--- config.mk ---
export PLATFORM = sky130hd
export DESIGN_NAME = pc_gen
export DESIGN_NICKNAME = d
export VERILOG_FILES = /design/src/rtl/pc_gen.sv
export SDC_FILE = /design/constraint.sdc
export NUM_CORES = 1
export LEC_CHECK = 0
export CAP_MARGIN = 10
export CELL_PAD_IN_SITES_DETAIL_PLACEMENT = 0
export CELL_PAD_IN_SITES_GLOBAL_PLACEMENT = 2
export CORE_ASPECT_RATIO = 0.75
export CORE_MARGIN = 2
export CORE_UTILIZATION = 35
export DETAILED_ROUTE_END_ITERATION = 8
export DONT_BUFFER_PORTS = 1
export MAX_ROUTING_LAYER = met4
export PLACE_DENSITY_LB_ADDON = 0.1
export SLEW_MARGIN = 40
export SYNTH_ARGS = -nofsm -noshare
export SYNTH_HDL_FRONTEND = slang
export SYNTH_SLANG_ARGS = --single-unit
export TNS_END_PERCENT = 30
--- constraint.sdc ---
create_clock -name clk -period 2.2 [get_ports clk]
set_input_delay 0.44 -clock clk [delete_from_list [all_inputs] [get_ports clk]]
set_output_delay 0.44 -clock clk [all_outputs]
set_load 0.05 [all_outputs]
--- src/rtl/pc_gen.sv ---
// Program-counter generator: sequential advance, trap/jump redirects with a
// wait state when the fetch bus is busy, and misaligned-jump reporting.
module pc_gen #(
   parameter logic [31:0] RESET_VECTOR = 32'h0000_0000,
   parameter bit          RVC_SUPPORT  = 1'b0
) (
   input  logic        clk,
   input  logic        rst_sync,
   input  logic        stall_n,
   input  logic        fetch_ready,
   input  logic        is_compressed,
   input  logic        jump,
   input  logic [31:0] jump_addr,
   input  logic        trap,
   input  logic [31:0] trap_addr,
   output logic [31:0] pc,
   output logic        fetch_valid,
   output logic        redirect_busy,
   output logic        misaligned_exc,
   output logic [31:0] misaligned_addr
);

   typedef enum logic [1:0] {
      BOOT,
      RUN,
      REDIRECT_WAIT
   } state_t;

   state_t      state;
   logic [31:0] target_q;

   logic        fire;
   logic        jump_misaligned;
   logic        redirect;
   logic [31:0] redirect_target;
   logic [31:0] jump_target;
   logic [31:0] pc_step;

   // NOTE: every signal gets a default first so no path leaves it unassigned,
   // which would otherwise infer a latch.
   always_comb begin
      fire            = fetch_valid & fetch_ready;
      jump_target     = {jump_addr[31:1], 1'b0};
      jump_misaligned = jump & ~trap & ~RVC_SUPPORT & jump_addr[1];
      redirect        = trap | (jump & ~jump_misaligned);
      redirect_target = jump_target;
      if (trap) begin
         redirect_target = {trap_addr[31:2], 2'b00};
      end
      pc_step = (RVC_SUPPORT && is_compressed) ? 32'd2 : 32'd4;
   end

   // NOTE: all state is updated with non-blocking assignments so every register
   // samples the pre-edge values of its neighbours, independent of statement order.
   always_ff @(posedge clk) begin
      if (rst_sync) begin
         state           <= BOOT;
         pc              <= RESET_VECTOR;
         target_q        <= '0;
         fetch_valid     <= 1'b0;
         redirect_busy   <= 1'b0;
         misaligned_exc  <= 1'b0;
         misaligned_addr <= '0;
      end else begin
         // Misaligned jumps are reported from any active state; BOOT ignores jumps.
         misaligned_exc <= (state != BOOT) && jump_misaligned;
         if ((state != BOOT) && jump_misaligned) begin
            misaligned_addr <= jump_target;
         end

         case (state)
            BOOT: begin
               state       <= RUN;
               fetch_valid <= 1'b1;
            end

            RUN: begin
               if (redirect) begin
                  if (fire) begin
                     pc <= redirect_target;
                  end else begin
                     target_q      <= redirect_target;
                     state         <= REDIRECT_WAIT;
                     redirect_busy <= 1'b1;
                  end
               end else if (fire && stall_n) begin
                  pc <= pc + pc_step;
               end
            end

            REDIRECT_WAIT: begin
               // A fresh redirect supersedes the latched one, even on acceptance.
               if (fire) begin
                  pc            <= redirect ? redirect_target : target_q;
                  state         <= RUN;
                  redirect_busy <= 1'b0;
               end else if (redirect) begin
                  target_q <= redirect_target;
               end
            end

            default: begin
               state         <= BOOT;
               fetch_valid   <= 1'b0;
               redirect_busy <= 1'b0;
            end
         endcase
      end
   end

endmodule

==> reports/metrics.yaml <==
rr_worst_depth: 7
syn_avg_cell_area_um2: 7.60
clkTransAtPathRegs_ns: 0.07
placed_cell_area_mm2: 0.00589
cp_slowest_cell: "a211oi_1"
area_growth_pct: 17.9
post-cts-setup-buffers: 0
crit_arrival_ns: 2.36
pre_cts_ws_ns: -0.000962
max_stage_delay_ns: 0.44
cap_violations: 0
dr.pass1.iters: 5
path_delay_family: "compound AO/OA/AOI/OAI gates"
fin_skew_ns: 0.0107
nNetsFinal: 796
cts_tree: "done"
period_minus_slack_ns: 2.07
core_area_mm2: 0.0145
clkSinkCount: 100
start_util_pct: 36.1
drc: 0
syn_area_mm2: 0.00525
die-width_um: 145
async_reset_ff_share_pct: 0
grt_usage_pct: 23.5
final_common_cell: "nand2_1"
cts_buffers: 9
grt_max_degree: 99
drv_slew: 0
leakagePower_nw: 2.18
dp_cells: 910
ys.flop_type: "dfxtp_1"
final_area_mm2: 0.00619
ys_types: 62
fin_util_pct: 42.5
ys_warn_count: 0
clk_latency_ns: 0.37
cp.depth: 7
ir_drop_v: 0.000385
rsz0062_at_grt: "true"
hold_slack_ns: 0.138
grt_pass1_vias: 4926
die_h_um: 110
grt_pass1_wl_um: 28300
min_path_cells: 1
drive_gt1_share_pct: 15.7
root_buffer: "clkbuf_16"
antenna_found_initial: 0
htree_levels: 3
crit_buf_inv: 2
cts_hold_buffers: 0
start_kind: "flop"
synth_nets: 765
ant_nets: 0
layout_setup_ws_ns: 0.132
endpoint_kind: "flop"
vias: 5289
tightest_slew_ns: 0.775
wirelength_um: 18600
fp.dieArea_mm2: 0.0160
max_freq_ghz: 0.484
route.detailed.wl_per_inst_um: 20.1
powerDensity_mw_per_mm2: 885
rows: 38
diodes: 0
vias_per_cell: 5.71
critical_path.max_fanout: 11
path_class: "flop to flop"
io_pins: 138
yosysSeqAreaShare_pct: 38.2
synth_edf_count: 0
place.gp.congestion: 0.864
critical_path_required_ns: 2.50
hp-class: "input port to flop"
layout_common_cells: "nand2_1 (129), dfxtp_1 (97), buf_4 (74), a21oi_1 (72), nor2_1 (64)"
finalSetupViolations: 0
status: "complete, no violations"
grt_overflow: 0
crit_chain: "inv_1, ha_1, buf_4, a211oi_1, nand2_1, or4_1, a31oi_1"
synthCells: 690
port_buffers: 0
max_slew_margin_pct: 48.2
hpwl_um: 13400
drt_iter0_drc: 344
hold_viol_final: 0
fin_crit_sh_pct: 94.0
ctsLongestPathBuffers: 2
ys_ff_latch: 100
fin_cells: 926
path summary, 6_finish.rpt:
check                                           end  slack, ns                     start
worst max-delay path            pc[31]$_SDFFE_PP0P_       0.13     state[0]$_SDFFE_PP0P_
worst min-delay path            pc[28]$_SDFFE_PP0P_       0.14                  rst_sync
worst max register to register  pc[31]$_SDFFE_PP0P_       0.13     state[0]$_SDFFE_PP0P_
worst min register to register   pc[1]$_SDFFE_PP0P_       0.47  target_q[1]$_SDFFE_PP0P_
synthesized netlist by cell type, drive strengths merged (10+ instances only):
| library cell | number | area [um2] |
|---|---|---|
| clkbuf | 38 | 144 |
| nor3 | 19 | 100 |
| nand4 | 17 | 119 |
| nand3 | 22 | 110 |
| a311oi | 15 | 131 |
| nor2 | 65 | 244 |
| mux2i | 22 | 220 |
| o31ai | 14 | 105 |
| nor4 | 10 | 68.8 |
| a211oi | 25 | 188 |
| o21ai | 29 | 145 |
| nand2 | 129 | 484 |
| a21oi | 72 | 360 |
| inv | 11 | 41.3 |
| dfxtp | 100 | 2000 |
| buf | 17 | 82.6 |
registers in the layout, summed over array words and instances, names as in the netlist:
| signal | count |
|---|---|
| redirect_busy | 1 |
| state | 2 |
| misaligned_addr | 31 |
| target_q | 32 |
| fetch_valid | 1 |
| misaligned_exc | 1 |
| pc | 32 |
kinds of logic (layout without fill, tap and decap cells):
logic type,Yosys count,after routing,share of synthesized area [%]
mux,24,24,4.63
fa+ha+maj,4,4,0.954
flops,100,100,38.2
compound gates,194,194,24.0
xor+xnor,2,2,0.334
buf+inv,67,103,5.18
simple gates,298,298,26.7
other cells,1,1,0.0715
report_power, final:
group	total [mW]	switching (mW)	internal (mW)	leakage, nW
Clock	1.59	0.800	0.787	0.138
Combinational	1.53	0.962	0.573	1.23
Sequential	2.35	0.287	2.07	0.814
worst reg2reg max path, cell delays in order, from the launching register on:
cell      delay [ns]
dfxtp_1         0.36
inv_1           0.09
ha_1            0.27
buf_4           0.22
a211oi_1        0.44
nand2_1         0.10
or4_1           0.40
a31oi_1         0.13
area by class of cell:
class	instances	area [um2]
fill	1531	8360
multi-input combinational	523	3030
sequential	100	2010
timing repair buffer	75	576
tap	200	250
clock buffer	9	225
clock inverter	7	56.3
inverter	12	46.3
layer usage:
metal	share of wire [%]	GRT usage, %	up-vias
met1	45	30.4	2549
met2	46	37.1	159
met5	0	-	-
met3	7.0	6.09	21
met4	1.5	5.81	0
li1	-	-	2560
per-stage QoR:
| stage | total power, mW | setup TNS (ns) |
|---|---|---|
| after CTS | 5.51 | 0 |
| after floorplan | 3.44 | -0.0356 |
| after global placement | 3.88 | 0 |
| after detailed placement | 3.92 | -0.000962 |
| final | 5.47 | 0 |
| after global routing | 5.77 | -0.00461 |
timing repair:
action | 4_1_cts | 5_1_grt
pin swaps | 0 | 0
setup endpoints to repair | 1 | 5
resized for setup | 2 | 4
No activity file was read; power rests on OpenSTA's default activity.
